[config.mk]
export PLATFORM = sky130hd
export DESIGN_NAME = pc_gen_btb
export DESIGN_NICKNAME = d
export VERILOG_FILES = /design/src/rtl/pc_pkg.sv /design/src/rtl/btb_array.sv /design/src/rtl/pc_gen_btb.sv
export SDC_FILE = /design/constraint.sdc
export NUM_CORES = 1
export LEC_CHECK = 0
export ABC_AREA = 1
export CAP_MARGIN = 20
export CORE_MARGIN = 3
export CORE_UTILIZATION = 50
export DETAILED_ROUTE_END_ITERATION = 10
export PLACE_DENSITY = 0.81
export SYNTH_ARGS = -nofsm -noshare
export SYNTH_HDL_FRONTEND = slang
export SYNTH_SLANG_ARGS = --single-unit
[constraint.sdc]
create_clock -name clk -period 2.2 [get_ports clk]
set_input_delay 0.22 -clock clk [delete_from_list [all_inputs] [get_ports clk]]
set_output_delay 0.22 -clock clk [all_outputs]
set_load 0.01 [all_outputs]
[src/rtl/pc_pkg.sv]
// Shared definitions for the fetch-PC generator and its branch target buffer.
// Contents:
//   PC_ADDR_W, PC_START_UP : default address width and reset pc
//   cnt_e                  : 2-bit direction-counter encoding
//   CNT_INIT               : counter value given to a freshly allocated entry
//   cnt_update()           : saturating counter step toward the resolved direction
package pc_pkg;

  localparam int PC_ADDR_W   = 10;
  localparam int PC_START_UP = 0;

  typedef enum logic [1:0] {
    CNT_SNT = 2'b00,  // strongly not taken
    CNT_WNT = 2'b01,  // weakly not taken
    CNT_WT  = 2'b10,  // weakly taken
    CNT_ST  = 2'b11   // strongly taken
  } cnt_e;

  localparam cnt_e CNT_INIT = CNT_WT;

  // Moves one step toward the resolved direction, holding at either end.
  function automatic cnt_e cnt_update(input cnt_e cur, input logic taken);
    cnt_e nxt;
    nxt = cur;
    case (cur)
      CNT_SNT: nxt = taken ? CNT_WNT : CNT_SNT;
      CNT_WNT: nxt = taken ? CNT_WT  : CNT_SNT;
      CNT_WT:  nxt = taken ? CNT_ST  : CNT_WNT;
      CNT_ST:  nxt = taken ? CNT_ST  : CNT_WT;
      default: nxt = cur;
    endcase
    return nxt;
  endfunction

endpackage

[src/rtl/btb_array.sv]
// Direct-mapped branch target buffer with 2-bit direction counters.
// Ports:
//   clk, rst          : clock, synchronous active-high reset (clears valid bits only)
//   en                : global enable; 0 blocks every update
//   lkp_pc            : pc to look up (combinational read of pre-edge contents)
//   lkp_hit/taken     : tag hit, and hit with counter in a taken state
//   lkp_target        : stored target for the looked-up index
//   upd_valid/pc/target/taken : resolved-branch training port
module btb_array
  import pc_pkg::*;
#(
  parameter int BTB_ENTRIES = 16,
  parameter int ADDR_W      = PC_ADDR_W
) (
  input  logic              clk,
  input  logic              rst,
  input  logic              en,
  input  logic [ADDR_W-1:0] lkp_pc,
  output logic              lkp_hit,
  output logic              lkp_taken,
  output logic [ADDR_W-1:0] lkp_target,
  input  logic              upd_valid,
  input  logic [ADDR_W-1:0] upd_pc,
  input  logic [ADDR_W-1:0] upd_target,
  input  logic              upd_taken
);

  localparam int IDX_W = $clog2(BTB_ENTRIES);
  localparam int TAG_W = ADDR_W - IDX_W;

  logic [BTB_ENTRIES-1:0] valid_q;
  logic [TAG_W-1:0]       tag_q [BTB_ENTRIES];
  logic [ADDR_W-1:0]      tgt_q [BTB_ENTRIES];
  cnt_e                   cnt_q [BTB_ENTRIES];

  logic [IDX_W-1:0] l_idx, u_idx;
  logic [TAG_W-1:0] l_tag, u_tag;

  assign l_idx = lkp_pc[IDX_W-1:0];
  assign l_tag = lkp_pc[ADDR_W-1:IDX_W];
  assign u_idx = upd_pc[IDX_W-1:0];
  assign u_tag = upd_pc[ADDR_W-1:IDX_W];

  // Lookup reads the arrays as they stand before the edge; no update bypass.
  assign lkp_hit    = valid_q[l_idx] && (tag_q[l_idx] == l_tag);
  assign lkp_taken  = lkp_hit && cnt_q[l_idx][1];
  assign lkp_target = tgt_q[l_idx];

  logic upd_en, u_hit, alloc, cnt_we, tgt_we;
  cnt_e cnt_d;

  // NOTE: every signal written in always_comb gets a default first, so no
  // path leaves it unassigned and no latch is inferred.
  always_comb begin
    upd_en = 1'b0;
    u_hit  = 1'b0;
    alloc  = 1'b0;
    cnt_we = 1'b0;
    tgt_we = 1'b0;
    cnt_d  = cnt_q[u_idx];
    // A reset cycle discards any update presented alongside it.
    upd_en = en && upd_valid && !rst;
    u_hit  = valid_q[u_idx] && (tag_q[u_idx] == u_tag);
    // Allocate only on a taken miss; any alias at that index is replaced.
    alloc  = upd_en && !u_hit && upd_taken;
    cnt_we = alloc || (upd_en && u_hit);
    tgt_we = upd_en && upd_taken;
    cnt_d  = alloc ? CNT_INIT : cnt_update(cnt_q[u_idx], upd_taken);
  end

  // NOTE: sequential state uses non-blocking assignments so every register
  // samples pre-edge values regardless of process ordering.
  always_ff @(posedge clk) begin
    if (rst) begin
      valid_q <= '0;
    end else if (alloc) begin
      valid_q[u_idx] <= 1'b1;
    end
  end

  // NOTE: tag, target and counter storage has no reset; the cleared valid
  // bits make stale contents unobservable, and the arrays stay plain RAM.
  always_ff @(posedge clk) begin
    if (cnt_we) cnt_q[u_idx] <= cnt_d;
    if (tgt_we) tgt_q[u_idx] <= upd_target;
    if (alloc)  tag_q[u_idx] <= u_tag;
  end

endmodule

[src/rtl/pc_gen_btb.sv]
// Fetch-PC generator with an integrated BTB predictor.
// Ports:
//   clk, rst            : clock, synchronous active-high reset (overrides en)
//   en                  : global enable; 0 freezes pc, BTB and counter
//   stall               : hold pc
//   redirect/_addr      : execute-stage correction, highest priority
//   upd_*               : resolved-branch training, independent of stall/redirect
//   pc                  : registered fetch pc
//   pc_4                : pc+1, wrapping
//   pred_hit/pred_taken : BTB prediction for the current pc
//   mispredict_count    : number of accepted redirects, wrapping
module pc_gen_btb
  import pc_pkg::*;
#(
  parameter int ADDR_W      = PC_ADDR_W,
  parameter int BTB_ENTRIES = 16,
  parameter int START_UP    = PC_START_UP,
  parameter int PERF_W      = 32
) (
  input  logic              clk,
  input  logic              rst,
  input  logic              en,
  input  logic              stall,
  input  logic              redirect,
  input  logic [ADDR_W-1:0] redirect_addr,
  input  logic              upd_valid,
  input  logic [ADDR_W-1:0] upd_pc,
  input  logic [ADDR_W-1:0] upd_target,
  input  logic              upd_taken,
  output logic [ADDR_W-1:0] pc,
  output logic [ADDR_W-1:0] pc_4,
  output logic              pred_hit,
  output logic              pred_taken,
  output logic [PERF_W-1:0] mispredict_count
);

  logic [ADDR_W-1:0] pc_q, pc_d;
  logic [PERF_W-1:0] perf_q, perf_d;
  logic [ADDR_W-1:0] pred_target;

  btb_array #(
    .BTB_ENTRIES(BTB_ENTRIES),
    .ADDR_W     (ADDR_W)
  ) u_btb (
    .clk       (clk),
    .rst       (rst),
    .en        (en),
    .lkp_pc    (pc_q),
    .lkp_hit   (pred_hit),
    .lkp_taken (pred_taken),
    .lkp_target(pred_target),
    .upd_valid (upd_valid),
    .upd_pc    (upd_pc),
    .upd_target(upd_target),
    .upd_taken (upd_taken)
  );

  // Width-limited add gives the modulo-2^ADDR_W wrap for free.
  assign pc_4 = pc_q + ADDR_W'(1);

  always_comb begin
    pc_d   = pc_q;
    perf_d = perf_q;
    if (en) begin
      if (redirect) begin
        pc_d   = redirect_addr;
        perf_d = perf_q + PERF_W'(1);
      end else if (!stall) begin
        pc_d = pred_taken ? pred_target : pc_4;
      end
    end
  end

  always_ff @(posedge clk) begin
    if (rst) begin
      pc_q   <= ADDR_W'(START_UP);
      perf_q <= '0;
    end else begin
      pc_q   <= pc_d;
      perf_q <= perf_d;
    end
  end

  assign pc               = pc_q;
  assign mispredict_count = perf_q;

endmodule

==> impl_metrics.env <==
export IMPL_status="finished with violations"
export IMPL_failed_checks="setup timing"
export IMPL_hp_class="in -> reg"
export IMPL_drc_errors=0
export IMPL_multi_input_comb_area_um2=6096
export IMPL_synth_distinct_cells=41
export IMPL_max_freq_mhz=353.4
export IMPL_slew_violations=0
export IMPL_cap_violations=0
export IMPL_start_util_pct=50.98
export IMPL_m1WireLength_um=19200
export IMPL_wl_met3_um=7006
export IMPL_rsz0062_at_grt="true"
export IMPL_path_clk_slew_ns=0.07
export IMPL_path_class="reg -> out"
export IMPL_powerDensity_nw_per_um2=759.9
export IMPL_n_fill_cell=1905
export IMPL_setup_viol=104
export IMPL_core_um2=31640
export IMPL_postSynthCellCount=1677
export IMPL_crit_path_max_incr_delay_ns=0.50
export IMPL_startpoint_type="register"
export IMPL_timing_critical_path_mode_cell="nand3_2"
export IMPL_antenna_left=0
export IMPL_crit_arrival_ns=2.61
export IMPL_syn_nets=1716
export IMPL_cts_sinks=350
export IMPL_worst_pin_slew_ns=0.6018
export IMPL_die_h_um=185.6
export IMPL_highest_layer="met4"
export IMPL_postSynth_asyncResetShare_pct=0
export IMPL_place_ws_ns=-0.8626
export IMPL_path_cells="clkinv_8 -> buf_12 -> buf_12 -> nand2_4 -> nand3_2 -> nand3_2 -> nand3_2 -> nand3_2 -> nand2_1 -> inv_1 -> nand3_1 -> nor2_1 -> buf_4 -> buf_6"
export IMPL_syn_to_final_growth_pct=35.49
export IMPL_drt_pass1_iterations=8
export IMPL_syn_avg_cell_area_um2=9.617
export IMPL_globalplace_congestion=0.9883
export IMPL_drive_above_1_share_pct=26.74
export IMPL_antenna_found_initial=0
export IMPL_cts_root_buf="clkbuf_16"
export IMPL_layout_setup_ws_ns=-0.6301
export IMPL_numCtsBuffers=36
export IMPL_cts_max_path_buffers=3
export IMPL_clkLatencyLatePin_ns=0.54
export IMPL_wire_per_inst_um=23.08
export IMPL_die_area_um2=34450
export IMPL_netlist_area_um2=16130
export IMPL_clock_skew_final_ns=0.02793
export IMPL_hold_buffers=0
export IMPL_grt_pass1_vias=14000
export IMPL_r2r_slack_ns=-0.56
export IMPL_detail_route_wirelength_um=54770
export IMPL_vias_per_cell=6.218
export IMPL_worst_ep_required_time_ns=1.98
export IMPL_min_period_over_period_pct=128.6
export IMPL_dp_hpwl_um=31500
export IMPL_total_power_w=0.01661
export IMPL_critical_path_buf_inv_count=6
export IMPL_final_nets=1982
export IMPL_placementRows=65
export IMPL_slew_headroom_pct=59.75
export IMPL_overflow=0
export IMPL_chipWidth_um=185.6
export IMPL_hold_viol=0
export IMPL_synth_ff_type="edfxtp_1"
export IMPL_p_leak_nw=8.285
export IMPL_ios=91
export IMPL_vias=14760
export IMPL_post_route_min_period_ns=2.830
export IMPL_ys_warn_count=0
export IMPL_diodes=0
export IMPL_slowest_stage="dfxtp_4"
export IMPL_cts_tree="built"
export IMPL_critPathMaxFanout=7
export IMPL_ys_seq_elements=350
export IMPL_grt_usage_pct=28.65
export IMPL_final_seq_area_um2=9906
export IMPL_yosysSeqAreaShare_pct=61.32
export IMPL_synth_edf_count=288
export IMPL_numPortBuffers=90
export IMPL_worstSetupEndpointType="primary output"
export IMPL_drtIter0Drc=2163
export IMPL_cts_max_level=2
export IMPL_vdd_drop_max_v=0.0005996
export IMPL_grt_pass1_wl_um=76580
export IMPL_critPathTopFamily="buffers and inverters"
export IMPL_met2_length_um=25430
export IMPL_grt_max_degree=81
power by group:
part	internal [W]	total, W	leakage (nW)	switching (W)
registers	0.00722	0.00728	3.10	0.0000540
clock network	0.00457	0.00723	0.689	0.00265
logic	0.000792	0.00210	4.50	0.00131
logic make-up after synthesis:
group           count (synthesis)  synth area share, %
flops                         350                61.32
simple gates                  678                18.15
fa+ha+maj                       2               0.1551
buf+inv                       300                7.618
xor+xnor                       15               0.8146
compound gates                332                11.95
state kept, by name (all words and copies together) (netlist names), named ones only:
name              cells
u_btb.valid_q        16
u_btb.tgt_q         160
u_btb.cnt_q          32
pc                   10
mispredict_count     32
u_btb.tag_q          96
routing by layer:
| layer | vias to the layer above | global-route usage [%] |
|---|---|---|
| met1 | 6931 | 37.55 |
| li1 | 6316 | - |
| met5 | - | 0 |
| met3 | 279 | 6.664 |
| met4 | 0 | 12.42 |
| met2 | 1230 | 46.10 |
path summary, 6_finish.rpt:
kind,from,end,cells past startpoint
setup reg to reg,register,pc[1],19
setup / recovery,register,pred_hit,14
hold / removal,redirect_addr[7],pc[7],3
hold reg to reg,u_btb.valid_q[13],u_btb.valid_q[13],2
cell usage in the layout (no fill, tap or decap), drive strengths merged, types with 16 or more instances in the layout:
cell / Yosys / routed
nand2: 301 / 302
inv: 209 / 210
o22ai: 32 / 32
o221ai: 34 / 34
dfxtp: 62 / 62
edfxtp: 288 / 288
clkbuf: 48 / 49
nor2: 175 / 175
o21ai: 167 / 167
a22oi: 16 / 16
a21oi: 64 / 64
nand3: 158 / 159
clkdlybuf4s50: 0 / 77
buf: 38 / 223
through the flow:
step	instance area, um2	hold WS [ns]	TNS [ns]	utilization [%]	cells
after floorplan	16130	0.3189	0	-	1677
after global placement	18630	0.4653	-138.93	58.88	2260
after detailed placement	18630	0.4658	-149.69	58.88	2260
after CTS	20740	0.3408	-2.409	65.57	2353
after global routing	21850	0.3970	-27.50	69.07	2373
final	21850	0.3727	-14.84	69.07	2373
worst reg2reg max path: cells and delay by family (launching register included):
| kind | cells | cell delay [ns] |
|---|---|---|
| buf+inv | 7 | 0.99 |
| simple gates | 11 | 0.92 |
| flops | 1 | 0.50 |
| compound gates | 1 | 0.26 |
area by class of cell:
| cell class | instances | share of cell area, % |
|---|---|---|
| inverters | 214 | 3.991 |
| flip-flops and latches | 350 | 45.33 |
| repair buffers | 312 | 13.99 |
| clock inverters | 24 | 2.073 |
| multi-input cells | 1029 | 27.90 |
| clock buffers | 42 | 4.409 |
| well taps | 402 | 2.302 |
cell usage after synthesis (2+ instances only):
| library cell | instances | area share, % |
|---|---|---|
| clkbuf_1 | 48 | 1.1 |
| nor2_2 | 15 | 0.58 |
| nand2_2 | 4 | 0.16 |
| nor3b_1 | 4 | 0.19 |
| ha_1 | 2 | 0.16 |
| nor4_1 | 5 | 0.19 |
| nor2_1 | 160 | 3.7 |
| o221ai_1 | 34 | 1.8 |
| inv_1 | 205 | 4.8 |
| nand4_1 | 11 | 0.43 |
| o21ai_1 | 6 | 0.19 |
| buf_2 | 19 | 0.59 |
| buf_1 | 8 | 0.19 |
| nor3_2 | 3 | 0.19 |
| inv_2 | 4 | 0.093 |
| o21a_1 | 5 | 0.23 |
| xnor2_1 | 3 | 0.16 |
| or2_2 | 8 | 0.31 |
| xor2_1 | 12 | 0.65 |
| edfxtp_1 | 288 | 54 |
| nand2_1 | 296 | 6.9 |
| or2_1 | 2 | 0.078 |
| clkinv_1 | 5 | 0.12 |
| a22oi_1 | 16 | 0.74 |
| o211ai_1 | 10 | 0.47 |
| o21ai_0 | 161 | 5.0 |
| buf_6 | 8 | 0.56 |
| o22ai_1 | 32 | 1.2 |
| dfxtp_1 | 62 | 7.7 |
| nor3_1 | 9 | 0.28 |
| buf_4 | 2 | 0.093 |
| a21oi_1 | 64 | 2.0 |
| a32o_1 | 2 | 0.12 |
| nand3_1 | 157 | 4.9 |
repair_timing:
action,4_1_cts,5_1_grt
setup buffers,22,19
cloned,6,5
endpoints found under the setup margin,197,199
pin swaps,45,61
gates resized for setup,155,237
Power figures use the tool's default switching activity.
